## config.mk

```make
export PLATFORM = sky130hd
export DESIGN_NAME = sched_pool
export DESIGN_NICKNAME = d
export VERILOG_FILES = /design/src/rtl/sched_pkg.sv /design/src/rtl/sched_phase_counter.sv /design/src/rtl/sched_pool.sv
export SDC_FILE = /design/constraint.sdc
export NUM_CORES = 1
export LEC_CHECK = 0
export BUFFER_PORTS_ARGS = -buffer_cell sky130_fd_sc_hd__buf_4
export CAP_MARGIN = 20
export CORE_MARGIN = 2
export CORE_UTILIZATION = 55
export CTS_CLUSTER_SIZE = 14
export DETAILED_ROUTE_END_ITERATION = 8
export PLACE_DENSITY = 0.74
export SLEW_MARGIN = 20
export SYNTH_ARGS = -nofsm -noshare
export SYNTH_HDL_FRONTEND = slang
export SYNTH_SLANG_ARGS = --single-unit
```

## constraint.sdc

```tcl
create_clock -name clk -period 2 [get_ports clk]
set_input_delay 0.3 -clock clk [delete_from_list [all_inputs] [get_ports clk]]
set_output_delay 0.3 -clock clk [all_outputs]
set_load 0.005 [all_outputs]
```

## src/rtl/sched_pkg.sv

```systemverilog
// ---------------------------------------------------------------------------
// sched_pkg
// Shared definitions for the sched_pool machine scheduler:
//   - task_id_t : task identifier for the default task count (0 = idle,
//                 type index i is carried as id i+1)
//   - IDLE_ID   : identifier of an unoccupied machine
//   - tap_index : which phase-counter bit machine m samples on every tick
// ---------------------------------------------------------------------------
package sched_pkg;

    localparam int NT_DEFAULT = 2;

    typedef logic [$clog2(NT_DEFAULT + 1)-1:0] task_id_t;

    localparam task_id_t IDLE_ID = '0;

    // Each machine looks at a different bit of its own phase counter so
    // that machines started together do not all choose the same job length.
    function automatic int unsigned tap_index(input int unsigned m,
                                              input int unsigned phaseW);
        return (3 * m) % phaseW;
    endfunction

endpackage

```

## src/rtl/sched_phase_counter.sv

```systemverilog
// ---------------------------------------------------------------------------
// sched_phase_counter
// Free-running-on-demand phase counter owned by one machine. It advances by
// one (wrapping to 0 after PHASE_MAX) on every cycle its update flag is
// high, and exposes one selected bit that picks the short or long job.
//
// Ports:
//   clk    in   clock, rising edge
//   rst_n  in   asynchronous active-low reset
//   update in   advance the counter on this edge
//   tap    in   index of the bit presented on outbit
//   outbit out  phase[tap]
// ---------------------------------------------------------------------------
module sched_phase_counter
    import sched_pkg::*;
#(
    parameter int PHASE_W   = 10,
    parameter int PHASE_MAX = 64
) (
    input  logic                                           clk,
    input  logic                                           rst_n,
    input  logic                                           update,
    input  logic [((PHASE_W > 1) ? $clog2(PHASE_W) : 1)-1:0] tap,
    output logic                                           outbit
);

    logic [PHASE_W-1:0] phase_q, phase_d;

    // Next phase: hold, or step with wrap once PHASE_MAX has been reached.
    always_comb begin
        phase_d = phase_q;
        if (update) begin
            if (phase_q < PHASE_W'(PHASE_MAX)) begin
                phase_d = phase_q + 1'b1;
            end else begin
                phase_d = '0;
            end
        end
    end

    // Phase register.
    always_ff @(posedge clk or negedge rst_n) begin
        if (!rst_n) begin
            phase_q <= '0;
        end else begin
            phase_q <= phase_d;
        end
    end

    assign outbit = phase_q[tap];

endmodule

```

## src/rtl/sched_pool.sv

```systemverilog
// ---------------------------------------------------------------------------
// sched_pool
// Dispatches NT sporadic task types onto NM machines. The controller picks
// the target machine through controllable_sel; the environment drives task
// arrivals (start) and call completions (tick). Only one event is accepted
// per cycle. Each job lasts NB_SHORT+1 or NB_LONG+1 ticks depending on a
// bit of the machine's phase counter, re-sampled on every tick. error is a
// sticky losing flag for the controller.
//
// Optional feature, enabled by defining SCHED_QUEUE_EN: arrivals with no
// machine selected are parked in a QD-entry FIFO and later dispatched onto
// an idle selected machine, instead of raising error immediately.
//
// Ports:
//   clk              in   clock, rising edge
//   rst_n            in   asynchronous active-low reset
//   controllable_sel in   machine selection, lowest set index wins
//   start            in   task arrivals, lowest index has priority
//   tick             in   external call completed
//   error            out  sticky loss flag
//   _rt_start        out  accepted arrival (one-hot or zero)
//   _rt_tick         out  accepted tick
//   busy             out  per-machine occupancy
//   q_level          out  pending FIFO occupancy (0 without SCHED_QUEUE_EN)
// ---------------------------------------------------------------------------
module sched_pool
    import sched_pkg::*;
#(
    parameter int NM        = 3,
    parameter int NT        = 2,
    parameter int NB_SHORT  = 1,
    parameter int NB_LONG   = 2,
    parameter int PHASE_W   = 10,
    parameter int PHASE_MAX = 64,
    parameter int QD        = 2
) (
    input  logic                      clk,
    input  logic                      rst_n,
    input  logic [NM-1:0]             controllable_sel,
    input  logic [NT-1:0]             start,
    input  logic                      tick,
    output logic                      error,
    output logic [NT-1:0]             _rt_start,
    output logic                      _rt_tick,
    output logic [NM-1:0]             busy,
    output logic [$clog2(QD+1)-1:0]   q_level
);

    localparam int IdW   = $clog2(NT + 1);
    localparam int NbMax = (NB_LONG > NB_SHORT) ? NB_LONG : NB_SHORT;
    localparam int CntW  = (NbMax > 0) ? $clog2(NbMax + 1) : 1;
    localparam int QlW   = $clog2(QD + 1);
    localparam int TapW  = (PHASE_W > 1) ? $clog2(PHASE_W) : 1;

    localparam logic [CntW-1:0] ShortThr = CntW'(NB_SHORT);
    localparam logic [CntW-1:0] LongThr  = CntW'(NB_LONG);
    localparam logic [IdW-1:0]  IdleId   = IdW'(IDLE_ID);

    logic [IdW-1:0]  occ_q [NM];
    logic [IdW-1:0]  occ_d [NM];
    logic [CntW-1:0] cnt_q [NM];
    logic [CntW-1:0] cnt_d [NM];
    logic [NM-1:0]   update_q, update_d;
    logic            notfirst_q;
    logic            error_q, error_d;

    logic [NT-1:0]   rtStart;
    logic            rtTick;
    logic [IdW-1:0]  startId;
    logic            startFound;
    logic [NM-1:0]   selOneHot;
    logic [NM-1:0]   tapBit;

`ifdef SCHED_QUEUE_EN
    localparam int PtrW = (QD > 1) ? $clog2(QD) : 1;

    logic [IdW-1:0]  fifo_q [QD];
    logic [PtrW-1:0] rdPtr_q, rdPtr_d, wrPtr_q, wrPtr_d;
    logic [QlW-1:0]  count_q, count_d;
    logic            push, pop;

    function automatic logic [PtrW-1:0] ptrNext(input logic [PtrW-1:0] p);
        return (p == PtrW'(QD - 1)) ? '0 : p + 1'b1;
    endfunction
`endif

    // Event gating: the lowest pending arrival always blocks higher ones,
    // even when it is itself refused because of the first cycle or error.
    always_comb begin
        rtStart    = '0;
        startId    = IdleId;
        startFound = 1'b0;
        for (int i = 0; i < NT; i++) begin
            if (start[i] && !startFound) begin
                startFound = 1'b1;
                if (notfirst_q && !error_q) begin
                    rtStart[i] = 1'b1;
                    startId    = IdW'(i + 1);
                end
            end
        end
    end

    assign rtTick    = notfirst_q && !(|rtStart) && tick;
    assign selOneHot = controllable_sel & (~controllable_sel + NM'(1));

    for (genvar m = 0; m < NM; m++) begin : g_busy
        assign busy[m] = (occ_q[m] != IdleId);
    end

    for (genvar m = 0; m < NM; m++) begin : g_phase
        localparam int TapIdx = tap_index(m, PHASE_W);
        sched_phase_counter #(
            .PHASE_W   (PHASE_W),
            .PHASE_MAX (PHASE_MAX)
        ) u_phase (
            .clk    (clk),
            .rst_n  (rst_n),
            .update (update_q[m]),
            .tap    (TapW'(TapIdx)),
            .outbit (tapBit[m])
        );
    end

    // Next-state logic. Tick accounting and the busy-selection check both
    // look at pre-edge occupancy, so a machine finishing on this tick still
    // counts as busy for the error rule.
    always_comb begin
        for (int m = 0; m < NM; m++) begin
            occ_d[m] = occ_q[m];
            cnt_d[m] = cnt_q[m];
        end
        update_d = '0;
        error_d  = error_q;
`ifdef SCHED_QUEUE_EN
        push     = 1'b0;
        pop      = 1'b0;
        rdPtr_d  = rdPtr_q;
        wrPtr_d  = wrPtr_q;
        count_d  = count_q;
`endif

        if (notfirst_q && |(controllable_sel & busy)) begin
            error_d = 1'b1;
        end

        if (rtTick) begin
            for (int m = 0; m < NM; m++) begin
                if (busy[m]) begin
                    update_d[m] = 1'b1;
                    if (cnt_q[m] < (tapBit[m] ? ShortThr : LongThr)) begin
                        cnt_d[m] = cnt_q[m] + 1'b1;
                    end else begin
                        occ_d[m] = IdleId;
                        cnt_d[m] = '0;
                    end
                end
            end
        end

        if (|rtStart) begin
            if (|selOneHot) begin
                for (int m = 0; m < NM; m++) begin
                    if (selOneHot[m]) begin
                        occ_d[m] = startId;
                        cnt_d[m] = '0;
                    end
                end
            end else begin
`ifdef SCHED_QUEUE_EN
                if (count_q == QlW'(QD)) begin
                    error_d = 1'b1;
                end else begin
                    push    = 1'b1;
                    wrPtr_d = ptrNext(wrPtr_q);
                end
`else
                error_d = 1'b1;
`endif
            end
        end

`ifdef SCHED_QUEUE_EN
        // Dispatch a parked task onto the selected machine when it is idle.
        if (!(|rtStart) && (count_q != '0) && |(selOneHot & ~busy)) begin
            pop     = 1'b1;
            rdPtr_d = ptrNext(rdPtr_q);
            for (int m = 0; m < NM; m++) begin
                if (selOneHot[m]) begin
                    occ_d[m] = fifo_q[rdPtr_q];
                    cnt_d[m] = '0;
                end
            end
        end

        case ({push, pop})
            2'b10:   count_d = count_q + 1'b1;
            2'b01:   count_d = count_q - 1'b1;
            default: count_d = count_q;
        endcase
`endif
    end

    // State registers.
    always_ff @(posedge clk or negedge rst_n) begin
        if (!rst_n) begin
            for (int m = 0; m < NM; m++) begin
                occ_q[m] <= IdleId;
                cnt_q[m] <= '0;
            end
            update_q   <= '0;
            notfirst_q <= 1'b0;
            error_q    <= 1'b0;
        end else begin
            for (int m = 0; m < NM; m++) begin
                occ_q[m] <= occ_d[m];
                cnt_q[m] <= cnt_d[m];
            end
            update_q   <= update_d;
            notfirst_q <= 1'b1;
            error_q    <= error_d;
        end
    end

`ifdef SCHED_QUEUE_EN
    // FIFO pointers and occupancy.
    always_ff @(posedge clk or negedge rst_n) begin
        if (!rst_n) begin
            rdPtr_q <= '0;
            wrPtr_q <= '0;
            count_q <= '0;
        end else begin
            rdPtr_q <= rdPtr_d;
            wrPtr_q <= wrPtr_d;
            count_q <= count_d;
        end
    end

    // FIFO storage needs no reset; entries are only read once written.
    always_ff @(posedge clk) begin
        if (push) begin
            fifo_q[wrPtr_q] <= startId;
        end
    end

    assign q_level = count_q;
`else
    assign q_level = '0;
`endif

    assign error     = error_q;
    assign _rt_start = rtStart;
    assign _rt_tick  = rtTick;

endmodule
```

Word level (Yosys, flattened, before mapping)
Cells that the tools add are included.

word-level totals
  register bits after elaboration = 47
  bits in latches = 0
  memory bits (writable) = 0
  memory bits (read-only) = 0
  input port bits = 8
  memories kept = 0

operators by class
  add/sub/neg operators = 7
  $mul = 0
  div/mod/pow operators = 0
  order comparisons = 6
  eq/ne operators = 0
  shifts and indexed selects = 0
  multiplexer cells = 45
  bitwise operators = 3
  reduce and logical (&&, ||, !) cells = 14

operator list
  operator                                              number
  2-to-1 mux 2 bit                                      24
  2-to-1 mux 6 bit                                      6
  adder 10 x 1 -> 10 bit (second input constant)        3
  < comparator 10 x 7 -> 1 bit (second input constant)  3
  2-to-1 mux 10 bit                                     3
  2-to-1 mux 1 bit                                      11
  adder 2 x 1 -> 2 bit (second input constant)          3
  bitwise AND 3 bit                                     2
  < comparator 2 bit                                    3
  nonzero test 2 bit                                    3
  OR reduction 3 bit                                    2
  logical AND 1 bit                                     5
  adder 3 x 1 -> 3 bit (second input constant)          1
  logical NOT 1 bit                                     3
  2-to-1 mux 3 bit                                      1
  inverter 3 bit                                        1
  OR reduction 2 bit                                    1

Depth between registers and ports, before layout
Gate-level depths: netlist of run 1.

  word-level depth = 12
  depth in mapped cells = 5
  gate-level depth less buffers = 5

Hierarchy
From an unflattened synthesis of run 1, not the netlist that was laid out.

unflattened totals
  cell total of the unflattened synthesis = 246
  area, all modules = 2575.0 µm²

modules (own cells, without submodules)
  module               times used  cells an instance  area an instance (µm²)  sequential area each (µm²)
  sched_phase_counter  3           49                 540.5                   250.2
  sched_pool           1           99                 953.4                   425.4

Worst setup path before layout of run 1
No wires, ideal clock.

  kind = reg-to-reg
  start = register g_phase[1].u_phase.phase_q[7]
  end = register g_phase[1].u_phase.phase_q[6]
  data arrival time = 1.159 ns
  required time = 1.904 ns
  path slack = 0.745 ns
  stages on the path, launching flop included = 3
  buffers on the path = 0
  clock period less this slack = 1.255 ns
  cells stage by stage = dfrtp_1 or4_4 o32ai_2

on the way
  longest elaborated chain between the ends = 2

RTL lines
  element                       line                       RTL
  start, declared               sched_phase_counter.sv:27  logic [PHASE_W-1:0] phase_q, phase_d;
  start signal, assigned        sched_phase_counter.sv:46  phase_q <= phase_d;
  < comparator 10 x 7 -> 1 bit  sched_phase_counter.sv:33  if (phase_q < PHASE_W'(PHASE_MAX)) begin
  2-to-1 mux 10 bit             sched_phase_counter.sv:33

Every way passes these cells.
A chain may end at the register's enable or synchronous reset.

Worst setup path after layout of run 1
  start = register error_q (netlist: error)
  end = output port _rt_tick

on the way
  longest elaborated chain between the ends = 8
  elaborated cells between the ends (all ways) = 9
  classes of those cells = mux (3); reduce/logical (6)

RTL lines
  element                              line               RTL
  start, declared                      sched_pool.sv:65   logic error_q, error_d;
  start signal, assigned               sched_pool.sv:221  error_q <= error_d;
  logical NOT 1 bit (*)                sched_pool.sv:96   if (notfirst_q && !error_q) begin
  logical AND 1 bit (*)                sched_pool.sv:96
  2-to-1 mux 1 bit (*)                 sched_pool.sv:96
  2-to-1 mux 1 bit                     sched_pool.sv:94   if (start[i] && !startFound) begin
  OR reduction 2 bit (*)               sched_pool.sv:104  assign rtTick = notfirst_q && !(|rtStart) && tick;
  logical NOT 1 bit (*)                sched_pool.sv:104
  logical AND 1 bit (*) (2 in series)  sched_pool.sv:104
  end, declared                        sched_pool.sv:44   output logic _rt_tick,

Every way passes the cells marked *; elsewhere a longest branch is shown, timed or not.

==> results of run 1 <==
[final timing paths]
path / end / slack, ns / from / depth (start not counted)
worst max register to register: cnt_q[3]$_DFF_PN0_ / 0.63 / g_phase[1].u_phase.phase_q[3]$_DFFE_PN0P_ / 4
min in group clk: occ_q[4]$_DFF_PN0_ / 0.29 / controllable_sel[0] / 3
worst max-delay path: _rt_tick / 0.33 / error$_DFF_PN0_ / 4
worst min-delay path: g_phase[0].u_phase.phase_q[4]$_DFFE_PN0P_ / -0.01 / rst_n / 1
max in group asynchronous: g_phase[1].u_phase.phase_q[5]$_DFFE_PN0P_ / 1.60 / rst_n / 1
worst min register to register: g_phase[0].u_phase.phase_q[2]$_DFFE_PN0P_ / 0.51 / g_phase[0].u_phase.phase_q[2]$_DFFE_PN0P_ / 1
[kinds of logic after synthesis]
logic type | after synthesis | share of synthesized area (%)
fa+ha+maj | 7 | 3.848
compound gates | 55 | 16.27
other cells | 2 | 0.3300
flops | 47 | 51.68
buf+inv | 17 | 3.188
xor+xnor | 6 | 2.309
simple gates | 87 | 21.50
mux | 2 | 0.8796
[per-stage QoR]
stage,hold slack [ns],total power (W)
floorplan,0.004409,0.001707
global placement,0.3473,0.001874
detailed placement,0.3417,0.001910
CTS,0.01553,0.002476
global route,0.05026,0.002634
finish,-0.01020,0.002447
[cell type report]
type                       instances  area share, %
sequential                        47          46.49
multi-input combinational        160          40.75
timing repair buffer              17          5.044
clock buffer                       6          3.264
tap                               50          2.473
inverter                          12          1.780
clock inverter                     1         0.1978
[routing by layer]
layer  track usage, %  vias to the layer above  share of wire (%)
li1                 -                      822                  -
met1            27.86                      810                 50
met2            32.04                       22                 45
met3            4.441                        7                3.0
met4            7.500                        0                1.7
met5                0                        -                  0
[registers in the layout (all words and copies together) (netlist names)]
name and count:
error 1, g_phase.u_phase.phase_q 30, update_q 3, occ_q 6, notfirst_q 1, cnt_q 6
[layout by cell type, fill, tap and decap left out, types with 3 or more instances in the layout]
master,count
or4_4,3
buf_4,17
nor4_2,3
nor2b_1,11
ha_1,7
nor2_1,7
xor2_1,3
conb_1,3
nand4_1,5
or2_1,3
nand2_1,25
a21oi_1,12
o21ai_0,4
xnor2_1,3
o211ai_1,4
nand2b_1,6
o21ai_2,6
nand3_1,17
dfrtp_1,47
inv_1,11
clkbuf_8,6
o21ai_1,14
[power by group]
| part | switching (W) | total [W] | leakage (nW) | internal (W) |
|---|---|---|---|---|
| sequential | 0.000168 | 0.00130 | 0.628 | 0.00113 |
| clock | 0.000291 | 0.000562 | 0.0470 | 0.000271 |
| combinational | 0.000311 | 0.000588 | 0.510 | 0.000278 |
==> flow_summary.ini, run 1 <==
[status]
outcome = finished with violations
violations = hold timing

[sta]
hold_viol = 4
fin_ws_ns = 0.3311
fin_skew_ns = 0.004792
max-slew-margin-rel_pct = 61.05
fin_setup_tns_ns = 0
fin_crit_sh_pct = 83.44
fmax_mhz = 599.2
min_period_ns = 1.669
tightest_slew_ns = 0.5843
setup_viol = 0
fin_hold_ws_ns = -0.01020
rsz0062_at_grt = no
maxSlewViolCount = 0

[global_route]
antenna_found_initial = 0
grt_pass1_wl_um = 7017
grt_max_degree = 48
grt_pass1_vias = 1595
grt_overflow_total = 0
track_usage_pct = 20.40

[clocking]
insertion_delay_ns = 0.29
cts_made_buffers = 5
cts_setup_buffers = 0
clkTransAtPathRegs_ns = 0.08
htreeDepth = 2
cts_hold_buf = 0
ctsLongestPathBuffers = 2
cts.repair.resized = 0
root_buffer = clkbuf_8
cts_tree = built
cts.sinks = 47

[synthesis]
synth.cell_area_mm2 = 0.002276
synth_top_area_share_pct = 51.68
yosysUniqueCellTypes = 42
synthCells = 223
yosys_warnings = 0
seq_area_frac_synth_pct = 51.68
netlist_top_cells_count = dfrtp_1, nand2_1, nand3_1
async_flop_share_pct = 100.0
synth_area_leaders = dfrtp_1, nand2_1, ha_1
synth-edff-count = 0
syn_area_per_cell_um2 = 10.21
synth_most_common_cell = dfrtp_1
ys_ff_latch = 47
synthFlopType = dfrtp_1
synth_top_area_cell = dfrtp_1

[route]
avgViaCountPerCell = 5.669
dr.pass1.iters = 4
wl_per_cell_um = 13.86
drt_iter0_markers = 103
postRouteWirelength_um = 4062
vias = 1661
drc = 0
route.antenna.remaining_nets = 0

[die]
die_area_mm2 = 0.004668
io_pins = 17
placeableCoreArea_mm2 = 0.004000
row_count = 23
initial_core_util_pct = 56.90
dieWidth_um = 68.33
fp.dieH_um = 68.33

[cells_and_area]
instances_no_fill = 293
nFillCells = 337
synthToLayoutAreaGrowth_pct = 11.16
drive_gt1_share_pct = 17.28
final_cell_area_mm2 = 0.002530
final_nets = 258
multiInputGateArea_mm2 = 0.001031
ff_latch_area_mm2 = 0.001176
utilization_pct = 63.25
antenna_cells = 0

[worst_setup_path]
path_class = reg2out
required_ns = 1.70
slowest_stage = dfrtp_1
cp_cell_sequence = o21bai_2 -> nand3_1 -> inv_1 -> buf_4
critPathLaunchType = flip-flop
cp_max_fo = 7
cpPeakStageDelay_ns = 0.44
arrival_ns = 1.37
critPathCaptureType = output port
crit_buf_inv = 2
crit_family = flip-flops

[placement]
pre_cts_ws_ns = 0.6508
hpwl_um = 2898
io_buffers = 14
placed_cells = 286
gp_congestion = 0.7658
post_dp_cell_area_mm2 = 0.002442

[power_and_ir_drop]
vdd_ir_drop_max_mv = 0.6050
pwr_density_cell_mw_per_mm2 = 967.2
leakage_nw = 1.185

[min_path]
hold_class = in2async

[job]
maxCapViolCount = 0
Note: power is estimated with default switching activity, not from simulation.
==> run 2, diff against run 1 <==
--- a/config.mk
+++ b/config.mk
@@ -5,10 +5,11 @@
 export SDC_FILE = /design/constraint.sdc
 export NUM_CORES = 1
 export LEC_CHECK = 0
+export ABC_AREA = 1
 export BUFFER_PORTS_ARGS = -buffer_cell sky130_fd_sc_hd__buf_4
 export CAP_MARGIN = 20
 export CORE_MARGIN = 2
-export CORE_UTILIZATION = 55
+export CORE_UTILIZATION = 53
 export CTS_CLUSTER_SIZE = 14
 export DETAILED_ROUTE_END_ITERATION = 8
 export PLACE_DENSITY = 0.74
==> constraint.sdc (replaced) <==
create_clock -name clk -period 1.5 [get_ports clk]
set_input_delay 0.225 -clock clk [delete_from_list [all_inputs] [get_ports clk]]
set_output_delay 0.225 -clock clk [all_outputs]
set_load 0.005 [all_outputs]
==> run 2 against run 1 <==
The run now ends clean. Final cell count is 24% higher. Worst hold slack better by 0.22 ns. Clock power is 94% higher. Die area rose by 5.7%. Via count up 6.9%. Synthesized cell count increased by 30%. Non-clock buffer count increased by 1. Critical path depth increased by 2. Power is essentially flat. Clock skew shrank 0.0015 ns.
==> flow_summary.ini, run 2 <==
[status]
outcome = completed

[sta]
tightest_slew_ns = 0.5725
rsz0062_at_grt = yes
hold_viol = 0
fin_setup_tns_ns = 0
fin_skew_ns = 0.003249
fmax_mhz = 702.5
fin_ws_ns = 0.07656
min_period_ns = 1.423
fin_crit_sh_pct = 94.90
maxSlewViolCount = 0
setup_viol = 0
max-slew-margin-rel_pct = 61.83

[route]
route.antenna.remaining_nets = 0
wl_per_cell_um = 10.55
vias = 1776
wl_met3_um = 101
avgViaCountPerCell = 4.879
wl_met1_um = 1784
drt_iter0_markers = 51
wl_met2_um = 1912
maxUsedRoutingLayer = met4
drc = 0
dr.pass1.iters = 4
postRouteWirelength_um = 3842

[cells_and_area]
utilization_pct = 61.57
antenna_cells = 0
top_register = g_phase.u_phase.phase_q
largest_reg_flops = 30
nFillCells = 391
reg_top3 = g_phase.u_phase.phase_q (30), cnt_q (6), occ_q (6)
drive_gt1_share_pct = 12.82
final_nets = 326
layout_common_cells = nand2_1, inv_1, dfrtp_1
synthToLayoutAreaGrowth_pct = 13.66
layout_commonest_cell = nand2_1
instances_no_fill = 364

[power_and_ir_drop]
vdd_ir_drop_max_mv = 0.4442
p_total_w = 0.002449
pwr_density_cell_mw_per_mm2 = 926.3
leakage_nw = 1.480

[clocking]
cts_tree = built
htreeDepth = 2
ctsLongestPathBuffers = 2
cts.sinks = 47
insertion_delay_ns = 0.30
root_buffer = clkbuf_8
clkTransAtPathRegs_ns = 0.09
cts_made_buffers = 5

[global_route]
grt_max_degree = 48
antenna_found_initial = 0
grt_pass1_wl_um = 6969
track_usage_pct = 17.43
grt_overflow_total = 0
grt_pass1_vias = 1661

[synthesis]
seq_area_frac_synth_pct = 50.56
netlist_top_cells_count = nand2_1, inv_1, dfrtp_1
synth_most_common_cell = nand2_1
synthFlopType = dfrtp_1
synth_area_leaders = dfrtp_1, nand2_1, inv_1
yosys_warnings = 0
syn_area_per_cell_um2 = 8.021
async_flop_share_pct = 100.0
synth_top_area_cell = dfrtp_1
yosysUniqueCellTypes = 28
synth.cell_area_mm2 = 0.002326
ys_ff_latch = 47
synthCells = 290
synth_top_area_share_pct = 50.56
synth-edff-count = 0

[placement]
placed_cells = 352
gp_congestion = 0.7808
io_buffers = 14
pre_cts_ws_ns = 0.2621
hpwl_um = 2810

[min_path]
hold_depth = 3
hold_class = in2reg
min-delay-start = controllable_sel[0]
hold_end = occ_q[5]$_DFF_PN0_

[die]
fp.dieH_um = 70.25
die_area_mm2 = 0.004934
row_count = 24
dieWidth_um = 70.25
placeableCoreArea_mm2 = 0.004294
initial_core_util_pct = 54.17
io_pins = 17

[worst_setup_path]
path_common_cell = inv_2
required_ns = 1.27
reg2reg_depth = 8
cpPeakStageDelay_ns = 0.40
critPathLaunchType = flip-flop
slowest_stage = dfrtp_1
arrival_ns = 1.20
path_class = reg2out
timing.rr.end = cnt_q[4]$_DFF_PN0_
critPathCaptureType = output port
reg2reg_from = notfirst_q$_DFF_PN0_
cp_max_fo = 4
worst-r2r-setup-slack_ns = 0.23
cp_cell_sequence = inv_2 -> nor2_4 -> o21ai_4 -> nand2_2 -> inv_2 -> buf_6

[job]
maxCapViolCount = 0
==> run 2: cell types whose count changed in the layout (fill, tap and decap cells not counted), sizes merged, moves of 3 or more <==
cell / previous run / this run
o211ai: 4 / 0
nor2: 8 / 46
or4: 3 / 0
nor2b: 11 / 0
nor3: 0 / 6
inv: 12 / 54
o21ai: 24 / 10
nand2: 25 / 68
nor4: 3 / 0
nand2b: 6 / 0
==> run 2: critical path, delay by kind of cell, from the launching register on <==
kind	cells	cell delay, ns
buffers and inverters	3	0.20
AND/OR/NAND/NOR	2	0.21
AO/OA/AOI/OAI	1	0.08
flip-flops	1	0.40
==> run 2: cells by family (layout without fill, tap and decap cells) <==
logic type,Yosys count,in the layout,synth area share [%]
AOI/OAI and AO/OA,26,26,6.402
xor gates and xnor gates,3,3,1.130
adders and majority gates,7,7,3.765
buffers and inverters,59,80,10.22
DFF,47,47,50.56
other,2,3,0.3229
and+or+nand+nor,146,146,27.60
==> run 2: worst max-delay path by stage <==
stage	from	depth (start not counted)	slack [ns]	endpoint
CTS	notfirst_q$_DFF_PN0_	6	0.0006	_rt_tick
floorplan	g_phase[0].u_phase.phase_q[0]$_DFFE_PN0P_	6	0.37	occ_q[4]$_DFF_PN0_
detailed placement	notfirst_q$_DFF_PN0_	6	0.26	cnt_q[1]$_DFF_PN0_
finish	notfirst_q$_DFF_PN0_	6	0.08	_rt_tick
global placement	g_phase[0].u_phase.phase_q[0]$_DFFE_PN0P_	6	0.29	occ_q[4]$_DFF_PN0_
global route	notfirst_q$_DFF_PN0_	6	-0.02	_rt_tick
==> run 2: layout make-up <==
class,instances,area [µm²],share of cell area (%)
multi-input cells,185,925.9,35.02
flip-flops and latches,47,1176,44.49
clock buffers,6,72.57,2.745
well taps,52,65.06,2.461
repair buffers,18,141.4,5.348
inverters,54,202.7,7.667
clock inverters,2,60.06,2.272
==> run 2: through the flow <==
stage,cell area [µm²],hold WS (ns)
2_1_floorplan,2330,-0.07059
6_report,2644,0.2142
3_3_place_gp,2465,0.2642
3_5_place_dp,2465,0.2730
5_1_grt,2644,0.2273
4_1_cts,2630,0.2106
==> run 2: what timing repair did <==
action	4_1_cts	5_1_grt
hold endpoints to repair	47	0
gates resized for setup	1	4
setup buffers	2	1
pin swaps	1	2
hold buffers	1	0
setup endpoints to repair	1	3
==> run 2: routing by layer <==
metal	GRT usage, %	up-vias
met5	0	-
met4	5.128	0
met3	4.329	5
met2	28.83	16
met1	22.72	825
li1	-	930
==> run 2: where the power goes <==
group / leakage, nW / internal, W / total [W] / switching, W
Clock: 0.0654 / 0.000666 / 0.00109 / 0.000428
Combinational: 0.787 / 0.0000256 / 0.0000797 / 0.0000541
Sequential: 0.628 / 0.00127 / 0.00128 / 0.00000471
